## src/rtl/expr_pkg.sv

```systemverilog
`default_nettype none
// ============================================================================
// Module   : expr_pkg
// Purpose  : Shared types and constants for the expression arbiter slice.
// Revision : 1.0 - initial release
// ============================================================================
package expr_pkg;

    typedef enum logic [2:0] {
        ST_IDLE   = 3'd0,
        ST_LOAD   = 3'd1,
        ST_DRAIN  = 3'd2,
        ST_STREAM = 3'd3,
        ST_WAIT   = 3'd4,
        ST_REPORT = 3'd5
    } state_t;

    localparam logic [7:0] CH_EQ   = 8'h3D;
    localparam logic [7:0] CH_SP   = 8'h20;
    localparam logic [7:0] CH_ZERO = 8'h30;

    localparam logic ID_A = 1'b0;
    localparam logic ID_B = 1'b1;

endpackage
`default_nettype wire

```

## src/rtl/expr_buf.sv

```systemverilog
`default_nettype none
// ============================================================================
// Module   : expr_buf
// Purpose  : Expression character store, sync write / combinational read.
// Revision : 1.0 - initial release
// ============================================================================
module expr_buf
    import expr_pkg::*;
#(
    parameter int MAX_LEN = 16,
    parameter int AW      = 4
) (
    input  logic          clk,
    input  logic          wr_en,
    input  logic [AW-1:0] wr_ptr,
    input  logic [7:0]    wr_data,
    input  logic [AW-1:0] rd_ptr,
    output logic [7:0]    rd_data
);

    logic [7:0] r_mem [MAX_LEN];

    always_ff @(posedge clk) begin
        if (wr_en) begin
            r_mem[wr_ptr] <= wr_data;
        end
    end

    assign rd_data = r_mem[rd_ptr];

endmodule
`default_nettype wire

```

## src/rtl/expr_arbiter.sv

```systemverilog
`default_nettype none
// ============================================================================
// Module   : expr_arbiter
// Purpose  : Buffers '='-terminated expressions from two requesters and
//            streams them to a shared serial evaluator, reporting verdicts.
//            EXPR_ARB_RR_EN selects round-robin tie-break (else A priority).
// Revision : 1.0 - initial release
// ============================================================================
module expr_arbiter
    import expr_pkg::*;
#(
    parameter int MAX_LEN = 16,
    parameter int RES_LAT = 2
) (
    input  logic       clk,
    input  logic       clr_n,
    input  logic       a_valid,
    input  logic [7:0] a_char,
    output logic       a_ready,
    input  logic       b_valid,
    input  logic [7:0] b_char,
    output logic       b_ready,
    output logic       ev_clr,
    output logic [7:0] ev_in,
    input  logic       ev_out,
    input  logic [7:0] ev_res,
    output logic       done,
    output logic       done_id,
    output logic       done_ok,
    output logic       done_err,
    output logic [7:0] done_res,
    output logic       busy
);

    localparam int c_PW = $clog2(MAX_LEN + 1);
    localparam int c_AW = (MAX_LEN > 1) ? $clog2(MAX_LEN) : 1;
    localparam int c_CW = (RES_LAT > 1) ? $clog2(RES_LAT) : 1;
    localparam logic [c_PW-1:0] c_MAX   = c_PW'(MAX_LEN);
    localparam logic [c_CW-1:0] c_WLAST = c_CW'(RES_LAT - 1);

    state_t          r_state;
    logic            r_grant;
    logic [c_PW-1:0] r_wr_ptr;
    logic [c_PW-1:0] r_rd_ptr;
    logic [c_CW-1:0] r_wcnt;
    logic            r_ok;
    logic            r_a_ready;
    logic            r_b_ready;
    logic            r_done;
    logic            r_done_id;
    logic            r_done_ok;
    logic            r_done_err;
    logic [7:0]      r_done_res;

    logic            w_tie_pick;
    logic            w_pick;
    logic            w_xfer;
    logic [7:0]      w_char;
    logic            w_is_eq;
    logic            w_wr_en;
    logic            w_wait_ok;
    logic [7:0]      w_rd_data;

`ifdef EXPR_ARB_RR_EN
    logic            r_last_grant;
    assign w_tie_pick = ~r_last_grant;
`else
    assign w_tie_pick = ID_A;
`endif

    assign w_pick    = (a_valid && b_valid) ? w_tie_pick : (a_valid ? ID_A : ID_B);
    assign w_xfer    = (r_grant == ID_A) ? (a_valid && r_a_ready) : (b_valid && r_b_ready);
    assign w_char    = (r_grant == ID_A) ? a_char : b_char;
    assign w_is_eq   = (w_char == CH_EQ);
    assign w_wr_en   = (r_state == ST_LOAD) && w_xfer && !w_is_eq && (r_wr_ptr != c_MAX);
    // With RES_LAT==1 the first WAIT cycle is also the last, so use ev_out directly.
    assign w_wait_ok = (r_wcnt == '0) ? ev_out : r_ok;

    expr_buf #(
        .MAX_LEN (MAX_LEN),
        .AW      (c_AW)
    ) u_buf (
        .clk     (clk),
        .wr_en   (w_wr_en),
        .wr_ptr  (r_wr_ptr[c_AW-1:0]),
        .wr_data (w_char),
        .rd_ptr  (r_rd_ptr[c_AW-1:0]),
        .rd_data (w_rd_data)
    );

    always_ff @(posedge clk or negedge clr_n) begin
        if (!clr_n) begin
            r_state    <= ST_IDLE;
            r_grant    <= ID_B;
            r_wr_ptr   <= '0;
            r_rd_ptr   <= '0;
            r_wcnt     <= '0;
            r_ok       <= 1'b0;
            r_a_ready  <= 1'b0;
            r_b_ready  <= 1'b0;
            r_done     <= 1'b0;
            r_done_id  <= 1'b0;
            r_done_ok  <= 1'b0;
            r_done_err <= 1'b0;
            r_done_res <= CH_ZERO;
`ifdef EXPR_ARB_RR_EN
            r_last_grant <= ID_B;
`endif
        end else begin
            r_done <= 1'b0;
            case (r_state)
                ST_IDLE: begin
                    if (a_valid || b_valid) begin
                        r_grant   <= w_pick;
                        r_a_ready <= (w_pick == ID_A);
                        r_b_ready <= (w_pick == ID_B);
                        r_state   <= ST_LOAD;
                    end
                end
                ST_LOAD: begin
                    if (w_xfer) begin
                        if (w_is_eq) begin
                            r_a_ready <= 1'b0;
                            r_b_ready <= 1'b0;
                            if (r_wr_ptr != '0) begin
                                r_state <= ST_STREAM;
                            end else begin
                                r_done     <= 1'b1;
                                r_done_id  <= r_grant;
                                r_done_ok  <= 1'b0;
                                r_done_err <= 1'b0;
                                r_done_res <= CH_ZERO;
                                r_state    <= ST_REPORT;
                            end
                        end else if (r_wr_ptr == c_MAX) begin
                            r_state <= ST_DRAIN;
                        end else begin
                            r_wr_ptr <= r_wr_ptr + c_PW'(1);
                        end
                    end
                end
                ST_DRAIN: begin
                    if (w_xfer && w_is_eq) begin
                        r_a_ready  <= 1'b0;
                        r_b_ready  <= 1'b0;
                        r_done     <= 1'b1;
                        r_done_id  <= r_grant;
                        r_done_ok  <= 1'b0;
                        r_done_err <= 1'b1;
                        r_done_res <= CH_ZERO;
                        r_state    <= ST_REPORT;
                    end
                end
                ST_STREAM: begin
                    r_rd_ptr <= r_rd_ptr + c_PW'(1);
                    if (r_rd_ptr + c_PW'(1) == r_wr_ptr) begin
                        r_wcnt  <= '0;
                        r_state <= ST_WAIT;
                    end
                end
                ST_WAIT: begin
                    r_wcnt <= r_wcnt + c_CW'(1);
                    if (r_wcnt == '0) begin
                        r_ok <= ev_out;
                    end
                    if (r_wcnt == c_WLAST) begin
                        r_done     <= 1'b1;
                        r_done_id  <= r_grant;
                        r_done_ok  <= w_wait_ok;
                        r_done_err <= 1'b0;
                        r_done_res <= w_wait_ok ? ev_res : CH_ZERO;
                        r_state    <= ST_REPORT;
                    end
                end
                ST_REPORT: begin
`ifdef EXPR_ARB_RR_EN
                    r_last_grant <= r_grant;
`endif
                    r_wr_ptr <= '0;
                    r_rd_ptr <= '0;
                    r_state  <= ST_IDLE;
                end
                default: begin
                    r_state <= ST_IDLE;
                end
            endcase
        end
    end

    assign a_ready  = r_a_ready;
    assign b_ready  = r_b_ready;
    assign ev_clr   = !((r_state == ST_STREAM) || (r_state == ST_WAIT));
    assign ev_in    = (r_state == ST_STREAM) ? w_rd_data : CH_SP;
    assign done     = r_done;
    assign done_id  = r_done_id;
    assign done_ok  = r_done_ok;
    assign done_err = r_done_err;
    assign done_res = r_done_res;
    assign busy     = (r_state != ST_IDLE);

endmodule
`default_nettype wire

```

## config.mk

```make
export PLATFORM = sky130hd
export DESIGN_NAME = expr_arbiter
export DESIGN_NICKNAME = d
export VERILOG_FILES = /design/src/rtl/expr_pkg.sv /design/src/rtl/expr_buf.sv /design/src/rtl/expr_arbiter.sv
export SDC_FILE = /design/constraint.sdc
export NUM_CORES = 1
export LEC_CHECK = 0
export BUFFER_PORTS_ARGS = -buffer_cell sky130_fd_sc_hd__buf_2
export CAP_MARGIN = 20
export CORE_MARGIN = 8
export CORE_UTILIZATION = 55
export CTS_BUF_LIST = sky130_fd_sc_hd__clkbuf_2
export DETAILED_ROUTE_END_ITERATION = 16
export HOLD_SLACK_MARGIN = 0.06
export PLACE_DENSITY = 0.72
export SYNTH_ARGS = -nofsm -noshare
export SYNTH_HDL_FRONTEND = slang
export SYNTH_HIERARCHICAL = 1
export SYNTH_SLANG_ARGS = --single-unit
```

## constraint.sdc

```tcl
create_clock -name clk -period 7.91 [get_ports clk]
set_input_delay 2.373 -clock clk [delete_from_list [all_inputs] [get_ports clk]]
set_output_delay 2.373 -clock clk [all_outputs]
set_load 0.02 [all_outputs]
```

==> out/metrics.yaml <==
cts_buffer_depth: 2
ys_warn_count: 6
report.power.total_w: 0.00134
syn_to_final_growth_pct: 8.60
cts_hold_buf: 0
clk_latency_ns: 0.71
diodes: 0
wire_length_of_the_first_global_routing_pass_um: 22600
cts-root-buf: "clkbuf_2"
fmax_mhz: 171
hold_class: "flop to flop"
die_y_um: 129
detailroute.via_count: 4112
cts.clk_slew.worst_paths_ns: 0.21
cp_data_arrival_time_ns: 3.46
cpPeakStageDelay_ns: 0.81
grt_start_max_net_pins: 36
post-route-min-period_ns: 5.83
post_drt_wl_per_cell_um: 21.3
postCtsSetupRepairBufs: 0
final_setup_violation_count: 0
worstPathRequired_ns: 5.54
syn-cell-area_um2: 6970
slew_violations: 0
wl_um: 14600
drive_above_1_share_pct: 24.9
critical_path.endpoint_type: "output port"
synthArstFlopShare_pct: 19.0
cts_inserted_buffers: 17
use_met2_pct: 29.7
dr.first_iter.drc_count: 430
finalHoldViolCount: 0
yosys.area.top_type: "edfxtp_1"
unrepaired_setup_endpoints_after_global_routing: "false"
synth_ff_type: "edfxtp_1"
netlist.area_leader.share_pct: 55.1
num_io_pins: 53
io_buffer_count: 52
floorplan.die_area_um2: 16500
fin_crit_sh_pct: 73.7
critical_path_s_slowest_cell: "dfrtp_2"
global_route.overflow_total: 0
clock_skew_ns: 0.0361
fin_tns_setup_ns: 0
gp_congestion: 0.782
final_cell_count_no_fill: 686
drt.antenna.violating_nets: 0
worst_path_fanout_max: 20
viasPerCell: 5.99
post-route-drc-count: 0
post_synth.cell_area_avg_um2: 15.6
post_synth_main_area_contributors: "edfxtp_1 55%, dfrtp_1 9.7%, mux4_2 5.8%, mux4_1 5.3%, nand2_1 1.9%"
worstSetupPathType: "flop to output port"
post_synth_inst_count: 447
detailedPlacementHpwl_um: 9790
maxSlewHeadroom_pct: 36.1
h-tree-depth: 4
cap_violations: 0
initial_antenna_violation_count: 0
cts_resized: 0
synth_seq_area_share_pct: 66.0
placed_cells: 653
met3_routing_resource_usage_after_global_routing_pct: 5.83
fp-row-count: 41
nNetsFinal: 533
netlist-cell-type-count: 56
fillCellCount: 968
drt_pass1_iterations: 5
status: "finished clean"
dieWidth_um: 129
final_util_pct: 60.5
power_density_over_cell_area_nw_per_um2: 178
crit_path_cell_trace: "buf_4 > mux4_1 > a22oi_1 > nand2_1 > or3_1 > buf_2"
globalRouteTotalUtil_pct: 18.7
timing.critical_path.from_type: "flop"
clock_sinks: 158
post_dp_cell_area_um2: 7340
initial_utilization_pct: 55.7
cts_tree: "done"
synth_seq_cells: 158
vdd_drop_max_uv: 138
synth-edff-count: 128
globalRoute.busiestLayer: "met2"
floorplan.core_area_um2: 12500
syn_nets: 479
global_route.usage.met1_pct: 23.8
first_global_vias: 4089
worst-slew-pin-transition_ns: 0.956
leakage_power_nw: 2.72
finalInstanceArea_um2: 7570
[registers in the layout, indices dropped and copies added, names as in the netlist]
signal	flops
a_ready	1
b_ready	1
done	1
done_err	1
done_id	1
done_ok	1
done_res	8
r_grant	1
r_ok	1
r_rd_ptr	5
r_state	3
r_wcnt	1
r_wr_ptr	5
u_buf/r_mem	128
[cells by family after synthesis]
group,share of synthesized area (%)
AO/OA/AOI/OAI,7.79
adder cells (fa/ha/maj),0.539
AND/OR/NAND/NOR,9.93
XOR/XNOR,0.628
buffers and inverters,2.62
multiplexers,12.5
flip-flops,66.0
[Yosys cell counts, types with 3 or more instances]
library cell and count:
a21oi_1 13, mux4_2 18, edfxtp_1 128, ha_1 3, nand2b_1 6, buf_2 5, nor2b_1 5, buf_6 4
and3_1 10, dfrtp_1 27, nand2_1 36, mux2_2 7, mux4_1 14, nor2_1 25, inv_1 8, clkdlybuf4s25_2 3
o21ai_0 15, dfstp_2 3, a22o_1 8, nand3_1 10, clkbuf_1 11, and2_1 3, o21a_1 3, a211oi_1 4
a21o_1 4, nor3b_1 3, nor3_1 18, xnor2_1 3, a22oi_1 17
[cell usage in the layout, fill, tap and decap left out, drive strengths merged, types with 13 or more instances in the layout]
master	netlist	routed
edfxtp	128	128
buf	10	58
nand2	36	36
mux4	32	32
dfrtp	27	27
nor2	25	25
clkbuf	11	21
nor3	18	18
a22oi	17	17
o21ai	16	16
a21oi	13	13
inv	8	13
[area by class of cell]
| class | instances | area (um2) | area share [%] |
|---|---|---|---|
| clock buffers | 20 | 100 | 1.32 |
| repair buffers | 59 | 313 | 4.13 |
| flip-flops and latches | 158 | 4600 | 60.8 |
| well taps | 172 | 215 | 2.84 |
| multi-input cells | 256 | 2190 | 28.9 |
| clock inverters | 12 | 119 | 1.57 |
| inverters | 9 | 33.8 | 0.446 |
[worst paths after layout]
kind	startpoint	endpoint	slack (ns)	cells after the start
min reg2reg	done_res[5]	done_res[5]	0.48	2
min in group asynchronous	clr_n	r_state[2]	1.67	1
min	done_res[5]	done_res[5]	0.48	2
max reg2reg	r_state[1]	u_buf/r_mem[3][3]	4.45	5
max in group asynchronous	clr_n	r_rd_ptr[0]	5.76	1
max	r_rd_ptr[0]	ev_in[5]	2.08	6
[per-layer routing]
layer	wire length [um]	vias up
met5	0	-
met4	244	0
met3	1310	23
met2	7220	179
met1	5850	2030
li1	-	1880
[per-stage QoR]
step	hold WS [ns]	setup slack [ns]
finish	0.480	2.08
global route	0.506	1.83
CTS	0.482	1.99
detailed placement	0.455	2.70
global placement	0.446	2.73
floorplan	0.492	3.20
[report_power, final]
part / internal, W / switching, W / total [W]
registers: 0.000900 / 0.000000228 / 0.000900
clock network: 0.000147 / 0.000268 / 0.000415
logic: 0.00000819 / 0.0000210 / 0.0000292
[worst max-delay path: cells and delay by family, from the launching register on]
kind                   cells  cell delay, ns
flip-flops                 1            0.81
multiplexers               1            0.60
buffers and inverters      2            0.58
AND/OR/NAND/NOR            2            0.47
AO/OA/AOI/OAI              1            0.28
(Power assumes the default switching activity.)
